[config.mk]
export PLATFORM = sky130hd
export DESIGN_NAME = param_register_file
export DESIGN_NICKNAME = d
export VERILOG_FILES = /design/src/rtl/regfile_pkg.sv /design/src/rtl/regfile_clear_fsm.sv /design/src/rtl/param_register_file.sv
export SDC_FILE = /design/constraint.sdc
export NUM_CORES = 1
export LEC_CHECK = 0
export ABC_CLOCK_PERIOD_IN_PS = 13450
export CAP_MARGIN = 40
export CORE_UTILIZATION = 55
export CTS_CLUSTER_SIZE = 30
export DETAILED_ROUTE_END_ITERATION = 10
export PLACE_DENSITY = 0.74
export SLEW_MARGIN = 10
export SYNTH_ARGS = -nofsm -noshare
export SYNTH_HDL_FRONTEND = slang
export SYNTH_SLANG_ARGS = --single-unit
[constraint.sdc]
create_clock -name clk -period 13.45 [get_ports clk]
set_input_delay 3.3625 -clock clk [delete_from_list [all_inputs] [get_ports clk]]
set_output_delay 3.3625 -clock clk [all_outputs]
set_load 0.02 [all_outputs]
[src/rtl/regfile_pkg.sv]
// Shared types and sizing helpers for the parametrised register file.
package regfile_pkg;

    typedef enum logic {IDLE = 1'b0, CLEAR = 1'b1} clr_state_t;

    localparam int DEF_DATA_W = 8;
    localparam int DEF_ADDR_W = 4;
    localparam int DEF_NUM_RD = 2;

    function automatic int depth_of(input int addr_w);
        return 1 << addr_w;
    endfunction

endpackage

[src/rtl/regfile_clear_fsm.sv]
// Sequential bulk-clear engine: walks every address once, one per clock,
// driving a zero-write strobe into the register array.
module regfile_clear_fsm
    import regfile_pkg::*;
#(
    parameter int ADDR_W = DEF_ADDR_W
) (
    input  logic              clk,
    input  logic              reset,
    input  logic              clr_req,
    output logic              clr_busy,
    output logic              clr_we,
    output logic [ADDR_W-1:0] clr_addr
);

    localparam logic [ADDR_W-1:0] LAST = ADDR_W'(depth_of(ADDR_W) - 1);

    clr_state_t        state_q, state_d;
    logic [ADDR_W-1:0] cnt_q, cnt_d;

    always_comb begin
        state_d = state_q;
        cnt_d   = cnt_q;
        case (state_q)
            IDLE: begin
                if (clr_req) begin
                    state_d = CLEAR;
                    cnt_d   = '0;
                end
            end
            CLEAR: begin
                // clr_req is deliberately ignored here: a clear is never restarted
                if (cnt_q == LAST) begin
                    state_d = IDLE;
                    cnt_d   = '0;
                end else begin
                    cnt_d = cnt_q + 1'b1;
                end
            end
            default: begin
                state_d = IDLE;
                cnt_d   = '0;
            end
        endcase
    end

    always_ff @(posedge clk or posedge reset) begin
        if (reset) begin
            state_q <= IDLE;
            cnt_q   <= '0;
        end else begin
            state_q <= state_d;
            cnt_q   <= cnt_d;
        end
    end

    assign clr_busy = (state_q == CLEAR);
    assign clr_we   = (state_q == CLEAR);
    assign clr_addr = cnt_q;

endmodule

[src/rtl/param_register_file.sv]
// Multi-read, dual-write register file with same-cycle bypass and bulk clear.
// Define PARAM_REGFILE_ZERO_REG_EN to hardwire register 0 to zero.
module param_register_file
    import regfile_pkg::*;
#(
    parameter int DATA_W = DEF_DATA_W,
    parameter int ADDR_W = DEF_ADDR_W,
    parameter int NUM_RD = DEF_NUM_RD
) (
    input  logic                     clk,
    input  logic                     reset,
    input  logic                     wr_en0,
    input  logic [ADDR_W-1:0]        wr_addr0,
    input  logic [DATA_W-1:0]        wr_data0,
    input  logic                     wr_en1,
    input  logic [ADDR_W-1:0]        wr_addr1,
    input  logic [DATA_W-1:0]        wr_data1,
    input  logic [NUM_RD*ADDR_W-1:0] rd_addr,
    output logic [NUM_RD*DATA_W-1:0] rd_data,
    input  logic                     clr_req,
    output logic                     clr_busy
);

    localparam int DEPTH = depth_of(ADDR_W);

`ifdef PARAM_REGFILE_ZERO_REG_EN
    localparam bit ZERO_REG = 1'b1;
`else
    localparam bit ZERO_REG = 1'b0;
`endif

    logic [DATA_W-1:0] mem_q [DEPTH];
    logic              clr_we;
    logic [ADDR_W-1:0] clr_addr;
    logic              we0_ok, we1_ok;

    regfile_clear_fsm #(.ADDR_W(ADDR_W)) u_clr (
        .clk      (clk),
        .reset    (reset),
        .clr_req  (clr_req),
        .clr_busy (clr_busy),
        .clr_we   (clr_we),
        .clr_addr (clr_addr)
    );

    // Qualified enables gate both the array write and the bypass path
    assign we0_ok = wr_en0 && !clr_busy && !(ZERO_REG && (wr_addr0 == '0));
    assign we1_ok = wr_en1 && !clr_busy && !(ZERO_REG && (wr_addr1 == '0));

    // Port 1 is assigned last so it wins an address collision
    always_ff @(posedge clk or posedge reset) begin
        if (reset) begin
            for (int i = 0; i < DEPTH; i++) mem_q[i] <= '0;
        end else if (clr_we) begin
            mem_q[clr_addr] <= '0;
        end else begin
            if (we0_ok) mem_q[wr_addr0] <= wr_data0;
            if (we1_ok) mem_q[wr_addr1] <= wr_data1;
        end
    end

    for (genvar k = 0; k < NUM_RD; k++) begin : g_rd
        logic [ADDR_W-1:0] ra;
        logic [DATA_W-1:0] rdv;

        assign ra = rd_addr[k*ADDR_W +: ADDR_W];

        always_comb begin
            rdv = mem_q[ra];
            if (we0_ok && (wr_addr0 == ra)) rdv = wr_data0;
            if (we1_ok && (wr_addr1 == ra)) rdv = wr_data1;
            if (reset) rdv = '0;
        end

        assign rd_data[k*DATA_W +: DATA_W] = rdv;
    end

endmodule

==> summary.md <==
| Metric | Value |
|---|---|
| Status | `finished, final reports clean` |
| DIE WIDTH | `140 um` |
| Max-cap violation count | `0` |
| Comb power frac | `0.388` |
| Min cycle time layout | `approximately 9700 ps` |
| Clk_lat worst skew | `~430 ps` |
| Share of post-route cells with drive strength above 1 | `0.197` |
| Rel. slew slack | `0.414` |
| Hold WC Path Type | `reg -> reg` |
| Leakage | `between 5 and 6 nW` |
| Clk buf depth | `2` |
| R2R cell count | `5` |
| Initial Util | `0.563` |
| Critical path endpoint category | `output pin` |
| Fin. Hold Viols | `0` |
| Total chip power | `2.05 mW` |
| Final wirelength | `34700 um` |
| IO Count | `54` |
| Mapped Area | `~0.011 mm2` |
| Wire per inst | `about 27 um` |
| Fin nets | `roughly 1.1k` |
| Avg Cell Area, Syn | `10.1 um2` |
| TritonCTS clock tree | `built` |
| Crit path capture | `rd_data[15]` |
| Post-Place Cell Area | `around 0.011 mm2` |
| Max Slew Vio Count | `0` |
| Clock sinks | `133` |
| Worst VDD drop | `between 0.0001 and 0.00015 V` |
| First-pass GRT wire length | `53500 um` |
| Critical path data required time | `around 10000 ps` |
| Die ar. | `between 0.015 and 0.02 mm2` |
| Pre-Repair DR Iteration Count | `5` |
| Clk pwr share | `0.244` |
| R2r endpoint | `mem_q[60]` |
| Setup TNS | `0 ps` |
| Routed vias/inst | `about 7` |
| Internal power | `1.23 mW` |
| Worst-margin pin slew | `between 800 and 900 ps` |
| DRC | `0` |
| Synth cell types | `50` |
| GRT Overall Usage | `0.369` |
| Finish-stage setup viols | `0` |
| DP HPWL | `between 20000 and 25000 um` |
| Vias | `approximately 9.1k` |
| Register area share after synthesis | `0.316` |
| Ys async rst share | `1.00` |
| Clock root cell | `clkbuf_16` |
| RSZ-0062 raised after global routing | `no` |
| Post-CTS setup buffers | `0` |
| Global placer's final weighted congestion | `roughly 1` |
| Clock-pin slew on the worst setup and hold paths | `~60 ps` |
| Cts-stage hold buffer count | `0` |
| Num CTS Buffers | `17` |
| Hold slack | `between 500 and 600 ps` |
| Critical path arrival | `approximately 6300 ps` |
| Reg power frac | `0.368` |
| Core footprint | `around 0.019 mm2` |
| Final setup skew | `roughly 8 ps` |
| IO Port Bufs | `53` |
| Initial DRC Count | `1372` |
| CTS resizes | `0` |
| Final period util | `0.720` |
| F_max | `103 MHz` |
| ANT cells | `0` |
| Worst Setup SP | `rd_addr[5]` |
| Yosys reg bits | `about 130` |
| Antenna Nets Post-Route | `0` |
| Rows | `50` |
| Most used DFF post-synth | `dfrtp_1` |
| CTS H-tree depth | `4` |
| FF-to-FF Start | `u_clr.clr_busy` |
| Post-synth EDFFs | `0` |
| Chip Height | `between 100 and 150 um` |
| Gr ovfl total | `0` |
| Area grow syn2layout | `11.4%` |
| Initial antenna violation count | `0` |
| Worst R2R Setup Slack | `around 11000 ps` |
| Finished Cell Area | `approximately 0.012 mm2` |
| Post-Synthesis Cells | `around 1.0k` |
| Syn Nets | `approximately 1.1k` |
| Sw power | `0.817 mW` |
| Worst Setup Path Type | `in -> out` |
| Vias in the first global route | `about 8.7k` |
| Worst setup SP type | `input port` |
| CP max FO | `31` |
| Sw frac | `0.399` |
| Yosys warning count | `0` |
| Cell Pwr Density | `around 170 mW/mm2` |
| Largest net degree at the start of global routing | `87` |
## cell usage after synthesis (12+ instances only)
cell | count | area, um2
dfrtp_1 | 133 | 3330
clkbuf_1 | 58 | 218
a22oi_1 | 30 | 225
o21ai_1 | 48 | 240
nor2b_1 | 12 | 75.1
nand2_1 | 144 | 541
mux2i_1 | 132 | 1320
nor2_1 | 65 | 244
xnor2_1 | 12 | 105
buf_2 | 25 | 125
a211oi_1 | 32 | 240
a21o_1 | 32 | 240
o21ai_0 | 54 | 270
mux4_2 | 64 | 1440
a21boi_1 | 13 | 97.6
mux2_2 | 69 | 777
mux2_1 | 27 | 304
## layout by cell type (no fill, tap or decap), drive strengths merged, types with 5 or more instances in the layout
| master | n |
|---|---|
| a211oi | 32 |
| a21boi | 15 |
| a21o | 32 |
| a221oi | 8 |
| a22oi | 30 |
| a31oi | 8 |
| buf | 29 |
| clkbuf | 22 |
| clkdlybuf4s50 | 51 |
| dfrtp | 133 |
| mux2 | 96 |
| mux2i | 132 |
| mux4 | 64 |
| nand2 | 145 |
| nand2b | 6 |
| nand3 | 6 |
| nand4 | 5 |
| nor2 | 68 |
| nor2b | 13 |
| o21ai | 102 |
| xnor2 | 12 |
| xor2 | 5 |
## state kept, by name, indices dropped and copies added, names as in the netlist
signal,flops
u_clr.clr_busy,1
u_clr.clr_addr,4
mem_q,128
## power by group through the flow
stage	logic [mW]	registers [mW]	clock network [mW]
finish	0.795	0.754	0.501
global route	0.863	0.771	0.515
CTS	0.781	0.742	0.499
detailed placement	0.772	0.747	0
global placement	0.748	0.736	0
floorplan	0.605	0.647	0
## worst min path at each step
stage,from,end,slack [ps],cells past startpoint
after floorplan,mem_q[119],mem_q[119],480,2
after global placement,mem_q[67],mem_q[67],500,2
after detailed placement,mem_q[40],mem_q[40],510,2
after CTS,mem_q[40],mem_q[40],520,2
after global routing,mem_q[109],mem_q[109],560,1
final,mem_q[40],mem_q[40],530,2
## layer usage
layer | vias up | global-route usage | share of wire
li1 | 3867 | - | -
met1 | 4448 | 0.526 | 0.40
met2 | 649 | 0.534 | 0.43
met3 | 112 | 0.0868 | 0.13
met4 | 0 | 0.169 | 0.044
met5 | - | 0 | 0
## critical path, stage by stage
cell,delay [ps]
clkdlybuf4s50_1,450
buf_4,420
xnor2_1,180
nand4_1,260
nor3_2,610
nand2_1,130
a31oi_1,240
clkdlybuf4s50_1,640
## metrics by stage
step,std cells,setup slack (ps),utilization
floorplan,1045,2490,-
global placement,1256,3690,0.592
detailed placement,1259,3710,0.593
CTS,1291,3710,0.625
global route,1292,3640,0.627
finish,1292,3760,0.627
## area by class of cell
cell class | count | area [um2]
clock buffer | 22 | 454
fill | 1539 | 6980
sequential | 133 | 3330
timing repair buffer | 80 | 738
inverter | 4 | 20.0
multi-input combinational | 809 | 6730
tap | 234 | 293
clock inverter | 10 | 155
## cell families (layout without fill, tap and decap cells)
kind of cell	after synthesis	in the layout	share of synthesized area
mux	292	292	0.365
fa+ha+maj	4	4	0.00476
xor+xnor	17	17	0.0141
compound gates	231	231	0.140
buf+inv	103	116	0.0440
flops	133	133	0.316
simple gates	265	265	0.115
No activity file was read; power rests on OpenSTA's default activity.
